$ cat src/rtl/rv32i_pkg.sv
// Shared RV32I definitions: opcodes, immediate-format codes, multicycle CU state and
// the static per-opcode control bundle.
package rv32i;

   localparam logic [6:0] RV32I_LUI_OPCODE    = 7'b0110111;
   localparam logic [6:0] RV32I_AUIPC_OPCODE  = 7'b0010111;
   localparam logic [6:0] RV32I_JAL_OPCODE    = 7'b1101111;
   localparam logic [6:0] RV32I_JALR_OPCODE   = 7'b1100111;
   localparam logic [6:0] RV32I_BRANCH_OPCODE = 7'b1100011;
   localparam logic [6:0] RV32I_LOAD_OPCODE   = 7'b0000011;
   localparam logic [6:0] RV32I_STORE_OPCODE  = 7'b0100011;
   localparam logic [6:0] RV32I_OP_IMM_OPCODE = 7'b0010011;
   localparam logic [6:0] RV32I_OP_OPCODE     = 7'b0110011;
   localparam logic [6:0] RV32I_FENCE_OPCODE  = 7'b0001111;
   localparam logic [6:0] RV32I_SYSTEM_OPCODE = 7'b1110011;

   localparam logic [2:0] IMM_I = 3'd0;
   localparam logic [2:0] IMM_S = 3'd1;
   localparam logic [2:0] IMM_B = 3'd2;
   localparam logic [2:0] IMM_U = 3'd3;
   localparam logic [2:0] IMM_J = 3'd4;

   typedef enum logic [2:0] {
      IDLE    = 3'd0,
      FETCH   = 3'd1,
      DECODE  = 3'd2,
      EXECUTE = 3'd3,
      MEM     = 3'd4,
      WB      = 3'd5,
      HALT    = 3'd6,
      TRAP    = 3'd7
   } cu_state_t;

   // Opcode-only controls; the FSM decides in which state each one is visible.
   typedef struct packed {
      logic [2:0] imm;
      logic       alu_src;
      logic       load;
      logic       store;
      logic       branch;
      logic       jal;
      logic       jalr;
      logic       sys;
   } cu_ctrl_t;

endpackage

$ cat src/rtl/cu_opcode_decode.sv
// Combinational opcode decoder: maps the 7-bit opcode to the static control bundle
// and flags opcodes outside RV32I.
module cu_opcode_decode
   import rv32i::*;
(
   input  logic [6:0] opcode,
   output cu_ctrl_t   ctrl,
   output logic       legal
);

   always_comb begin
      ctrl  = '0;
      legal = 1'b1;
      case (opcode)
         RV32I_OP_OPCODE:     ctrl.imm = IMM_I;
         RV32I_OP_IMM_OPCODE: ctrl.alu_src = 1'b1;
         RV32I_LOAD_OPCODE: begin
            ctrl.alu_src = 1'b1;
            ctrl.load    = 1'b1;
         end
         RV32I_STORE_OPCODE: begin
            ctrl.imm     = IMM_S;
            ctrl.alu_src = 1'b1;
            ctrl.store   = 1'b1;
         end
         RV32I_BRANCH_OPCODE: begin
            ctrl.imm    = IMM_B;
            ctrl.branch = 1'b1;
         end
         RV32I_LUI_OPCODE, RV32I_AUIPC_OPCODE: begin
            ctrl.imm     = IMM_U;
            ctrl.alu_src = 1'b1;
         end
         RV32I_JAL_OPCODE: begin
            ctrl.imm = IMM_J;
            ctrl.jal = 1'b1;
         end
         RV32I_JALR_OPCODE: begin
            ctrl.alu_src = 1'b1;
            ctrl.jalr    = 1'b1;
         end
         RV32I_FENCE_OPCODE, RV32I_SYSTEM_OPCODE: ctrl.sys = 1'b1;
         default: legal = 1'b0;
      endcase
   end

endmodule

$ cat src/rtl/cu_multicycle.sv
// Multicycle RV32I control unit: IR, FETCH..WB sequencer and bounded memory waits.
// Define CU_ILLEGAL_TRAP_EN to trap unknown opcodes (adds illegal_inst / trap_vec_sel).
module cu_multicycle
   import rv32i::*;
#(
   parameter int INST_WIDTH     = 32,
   parameter int IMM_SEL_WIDTH  = 3,
   parameter int MEM_MODE_WIDTH = 3,
   parameter int TIMEOUT_CYCLES = 16
) (
   input  logic                      clk,
   input  logic                      rst_n,
   input  logic [INST_WIDTH-1:0]     instruction,
   output logic                      imem_req,
   input  logic                      imem_ack,
   input  logic                      dmem_ack,
   output logic [IMM_SEL_WIDTH-1:0]  imm_type,
   output logic                      D_MEM_write,
   output logic                      D_MEM_read,
   output logic [MEM_MODE_WIDTH-1:0] D_MEM_mode,
   output logic                      RF_write,
   output logic                      RF_regDest,
   output logic                      RS2_IMM_ALU_SRC_MUX_sel,
   output logic                      DMEM_ALU_WB_MUX_sel,
   output logic                      branch,
   output logic                      jump,
   output logic                      jalr,
   output logic                      PC_write,
   output logic                      IR_write,
   output logic                      halted
`ifdef CU_ILLEGAL_TRAP_EN
   ,
   output logic                      illegal_inst,
   output logic                      trap_vec_sel
`endif
);

   localparam int CNT_W = (TIMEOUT_CYCLES < 2) ? 1 : $clog2(TIMEOUT_CYCLES);
   localparam logic [CNT_W-1:0] CNT_LAST = CNT_W'(TIMEOUT_CYCLES - 1);

   cu_state_t             state, state_nxt;
   logic [INST_WIDTH-1:0] ir;
   logic [CNT_W-1:0]      wait_cnt;
   cu_ctrl_t              ctrl;
   logic                  legal;
   logic                  waiting, ack, expired;
   logic                  unused_ir_bits;

   assign unused_ir_bits = ^{ir[INST_WIDTH-1:15], ir[11:7]};

   cu_opcode_decode u_decode (
      .opcode (ir[6:0]),
      .ctrl   (ctrl),
      .legal  (legal)
   );

   // An ack in the final permitted wait cycle still counts, so expiry requires !ack.
   always_comb begin
      waiting = (state == FETCH) || (state == MEM);
      ack     = (state == FETCH) ? imem_ack : dmem_ack;
      expired = waiting && !ack && (wait_cnt == CNT_LAST);
   end

   always_comb begin
      state_nxt = state;
      case (state)
         IDLE:   state_nxt = FETCH;
         FETCH:  if (imem_ack) state_nxt = DECODE;
                 else if (expired) state_nxt = HALT;
`ifdef CU_ILLEGAL_TRAP_EN
         DECODE: state_nxt = legal ? EXECUTE : TRAP;
         TRAP:   state_nxt = FETCH;
`else
         DECODE: state_nxt = legal ? EXECUTE : FETCH;
         TRAP:   state_nxt = FETCH;
`endif
         EXECUTE: begin
            if (ctrl.branch || ctrl.sys)       state_nxt = FETCH;
            else if (ctrl.load || ctrl.store)  state_nxt = MEM;
            else                               state_nxt = WB;
         end
         MEM:    if (dmem_ack) state_nxt = ctrl.load ? WB : FETCH;
                 else if (expired) state_nxt = HALT;
         WB:     state_nxt = FETCH;
         HALT:   state_nxt = HALT;
         default: state_nxt = IDLE;
      endcase
   end

   always_ff @(posedge clk or negedge rst_n) begin
      if (!rst_n) begin
         state    <= IDLE;
         ir       <= '0;
         wait_cnt <= '0;
      end else begin
         state <= state_nxt;
         if (state == FETCH && imem_ack) ir <= instruction;
         if (waiting && !ack && !expired) wait_cnt <= wait_cnt + 1'b1;
         else                             wait_cnt <= '0;
      end
   end

   // All strobes are decoded from state, so an async reset clears them immediately.
   always_comb begin
      imem_req                = 1'b0;
      imm_type                = '0;
      D_MEM_write             = 1'b0;
      D_MEM_read              = 1'b0;
      D_MEM_mode              = '0;
      RF_write                = 1'b0;
      RF_regDest              = 1'b0;
      RS2_IMM_ALU_SRC_MUX_sel = 1'b0;
      DMEM_ALU_WB_MUX_sel     = 1'b0;
      branch                  = 1'b0;
      jump                    = 1'b0;
      jalr                    = 1'b0;
      PC_write                = 1'b0;
      IR_write                = 1'b0;
      halted                  = 1'b0;
`ifdef CU_ILLEGAL_TRAP_EN
      illegal_inst            = 1'b0;
      trap_vec_sel            = 1'b0;
`endif
      if (state == DECODE || state == EXECUTE || state == MEM || state == WB)
         imm_type = IMM_SEL_WIDTH'(ctrl.imm);
      if (state == EXECUTE || state == MEM || state == WB)
         RS2_IMM_ALU_SRC_MUX_sel = ctrl.alu_src;
      case (state)
         FETCH: begin
            imem_req = 1'b1;
            IR_write = imem_ack;
            PC_write = imem_ack;
         end
         EXECUTE: begin
            branch   = ctrl.branch;
            jump     = ctrl.jal;
            jalr     = ctrl.jalr;
            PC_write = ctrl.jal || ctrl.jalr;
         end
         MEM: begin
            D_MEM_read  = ctrl.load;
            D_MEM_write = ctrl.store;
            D_MEM_mode  = MEM_MODE_WIDTH'(ir[14:12]);
         end
         WB: begin
            RF_write            = 1'b1;
            RF_regDest          = 1'b1;
            DMEM_ALU_WB_MUX_sel = ctrl.load;
         end
         HALT: halted = 1'b1;
`ifdef CU_ILLEGAL_TRAP_EN
         TRAP: begin
            illegal_inst = 1'b1;
            PC_write     = 1'b1;
            trap_vec_sel = 1'b1;
         end
`endif
         default: ;
      endcase
   end

endmodule

$ cat config.mk
export PLATFORM = sky130hd
export DESIGN_NAME = cu_multicycle
export DESIGN_NICKNAME = d
export VERILOG_FILES = /design/src/rtl/rv32i_pkg.sv /design/src/rtl/cu_opcode_decode.sv /design/src/rtl/cu_multicycle.sv
export SDC_FILE = /design/constraint.sdc
export NUM_CORES = 1
export LEC_CHECK = 0
export CAP_MARGIN = 40
export CORE_UTILIZATION = 39
export DETAILED_ROUTE_END_ITERATION = 16
export HOLD_SLACK_MARGIN = 0.08
export PLACE_DENSITY = 0.9
export SKIP_CTS_REPAIR_TIMING = 1
export SLEW_MARGIN = 20
export SYNTH_ARGS = -nofsm -noshare
export SYNTH_HDL_FRONTEND = slang
export SYNTH_SLANG_ARGS = --single-unit
$ cat constraint.sdc
create_clock -name clk -period 2.2 [get_ports clk]
set_clock_uncertainty 0.2 [all_clocks]
set_input_delay 0.44 -clock clk [delete_from_list [all_inputs] [get_ports clk]]
set_output_delay 0.44 -clock clk [all_outputs]
set_load 0.05 [all_outputs]
==> out/results.tsv <==
metric	value	unit
max_stage_delay	0.50	ns
critPathLaunchType	register	
synthCells	106	
crit_chain	nand2b_4 > or2_4 > or4_4 > nor2_4 > buf_12	
crit_buf_inv	1	
met1_length	1.36	mm
finalWirelength	3.56	mm
slew_headroom	0.502	
required	1.56	ns
min_delay_path_depth	1	
fin_crit_sh	1.14	
end_kind	primary output	
layout_commonest_cell	buf_4	
hold_class	register to register	
grt_pass1_vias	1068	
cts_tree	done	
io_pins	55	
finalPower	2.58	mW
drc	0	
die_area	2940	sq um
drtIter0Drc	24	
outcome	finished with violations	
drive_above_1_share	0.574	
synth-simple-area-share	0.301	
worstSkewPairLatency	0.30	ns
arrival	1.86	ns
area_growth_syn_to_layout	87.9	%
max_slew.worst_pin.slew	0.744	ns
n_antenna_cell	0	
grt_pass1_wl	4.79	mm
grt_overflow	0	
gp_congestion	0.870	
cts_buffer_depth	2	
worstSetupPathType	register to primary output	
dp.final_hpwl	2.37	mm
vias	1067	
cts_buffers	3	
maxCapViolations	0	
vias_per_cell	5.56	
seq_area_frac_synth	0.400	
top_layer_used	met4	
fin_ws	-0.303	ns
wl_per_cell	18.6	um
slowest_stage	or4_4	
cp_num_cells	5	
grt_usage	0.238	
final_cell_mix	23 x buf_4, 18 x buf_12, 14 x dfrtp_1, 13 x clkdlybuf4s50_1	
period_needed	2.50	ns
synth_top_family_by_area	simple AND/OR/NAND/NOR gates	
firstDrtPassIters	4	
cp_max_fo	4	
p_leak	0.863	nW
grt_start_max_net_pins	18	
fmax	0.400	GHz
root_buffer	clkbuf_4	
nets	200	
synth_cell_types	44	
grt_antenna_before_repair	0	
rsz0062_at_grt	true	
synth_compound_gate_area_share	0.114	
synth_fa_ha_area_frac	0.0118	
cts_htree_levels	1	
die_w	54.3	um
ir_drop	1130	uV
die_h	54.3	um
crit_family	simple AND/OR/NAND/NOR gates	
setup_violations	16	
synth.area.mux_share	0.0987	
violations	negative setup slack	
port_buffers	32	
ys_warn_count	0	
synth_xor_area_frac	0.0165	
synth_nets	143	
finalHoldViolations	0	
p_per_area	1290	nW/um^2
nFillCells	135	
clk_pin_slew	0.11	ns
core	2520	sq um
clock_sinks	17	
met2_length	1.89	mm
finalSetupTns	-2.41	ns
synth.cell_area	1060	sq um
antenna_left	0	
routed-wl-met3	201	um
ys_ff_latch	17	
reg2regPathDepth	6	
core.rowCount	18	
slew_violations	0	
start_util	0.422	
syn_area_per_cell	10.0	sq um
-- per-stage QoR --
stage	std cells	hold slack, ns	instance area [sq um]	worst slack (ns)	util
after global routing	192	0.295	2000	-0.378	0.793
after global placement	180	0.240	1800	0.0201	0.715
final	192	0.293	2000	-0.303	0.793
after CTS	184	0.281	1830	-0.342	0.727
after detailed placement	180	0.267	1800	0.00696	0.715
after floorplan	106	-0.0556	1180	-0.174	-
-- state kept, by name, summed over array words and instances (netlist names) --
register and cells:
ir 10, state 3, wait_cnt 4
-- worst reg2reg max path: cells and delay by family (launching register included) --
| kind | cells | cell delay [ns] |
|---|---|---|
| simple gates | 2 | 0.50 |
| flops | 1 | 0.43 |
| mux | 1 | 0.30 |
| buf+inv | 3 | 0.46 |
-- area by class of cell --
| class | instances | area [sq um] | share of cell area |
|---|---|---|---|
| Timing Repair Buffer | 58 | 722 | 0.361 |
| Tap cell | 30 | 37.5 | 0.0188 |
| Inverter | 4 | 15.0 | 0.00750 |
| Clock inverter | 1 | 7.51 | 0.00375 |
| Sequential cell | 17 | 429 | 0.215 |
| Clock buffer | 3 | 22.5 | 0.0113 |
| Multi-Input combinational cell | 79 | 767 | 0.383 |
-- kinds of logic after synthesis --
family / count (synthesis)
compound gates: 17
xor+xnor: 2
fa+ha+maj: 1
buf+inv: 10
flops: 17
mux: 8
simple gates: 51
-- final timing paths --
check	endpoint	startpoint	slack, ns
setup reg to reg	ir[6]	state[1]	0.19
max in group asynchronous	ir[1]	rst_n	0.91
hold / removal	wait_cnt[0]	wait_cnt[0]	0.29
setup / recovery	branch	state[2]	-0.30
min in group asynchronous	ir[12]	rst_n	0.37
hold reg to reg	wait_cnt[0]	wait_cnt[0]	0.29
-- Yosys cell counts (all sizes together) --
| cell | n | area (sq um) |
|---|---|---|
| dfrtp | 17 | 425 |
| nor2 | 12 | 45.0 |
| mux2 | 8 | 105 |
| nand2 | 6 | 22.5 |
| nand2b | 6 | 37.5 |
| and2 | 4 | 25.0 |
| buf | 4 | 40.0 |
| inv | 4 | 15.0 |
| nor3 | 4 | 20.0 |
| a21oi | 3 | 15.0 |
| and3 | 3 | 18.8 |
| nor3b | 3 | 27.5 |
| nor4 | 3 | 33.8 |
| o21ai | 3 | 15.0 |
| clkbuf | 2 | 7.51 |
| nand3b | 2 | 27.5 |
| o21bai | 2 | 15.0 |
| or2 | 2 | 15.0 |
| or4 | 2 | 18.8 |
| a211o | 1 | 8.76 |
| a211oi | 1 | 7.51 |
| a221oi | 1 | 8.76 |
| a22o | 1 | 8.76 |
| ha | 1 | 12.5 |
| nand3 | 1 | 5.00 |
| nand4b | 1 | 8.76 |
| o211ai | 1 | 7.51 |
| o21a | 1 | 7.51 |
| o31a | 1 | 8.76 |
| o32a | 1 | 10.0 |
| o32ai | 1 | 8.76 |
| or3 | 1 | 6.26 |
| or3b | 1 | 8.76 |
| xnor2 | 1 | 8.76 |
| xor2 | 1 | 8.76 |
-- power by group --
group          leakage, nW  internal, mW  switching, mW
sequential           0.207         0.451          0.128
clock               0.0139        0.0693          0.105
combinational        0.642         0.888          0.943
total                0.863          1.41           1.18
-- per-layer routing --
metal | track usage | vias up
li1 | - | 488
met1 | 0.255 | 518
met2 | 0.411 | 49
met3 | 0.0583 | 12
met4 | 0.158 | 0
met5 | 0 | -
No activity file was read; power rests on OpenSTA's default activity.
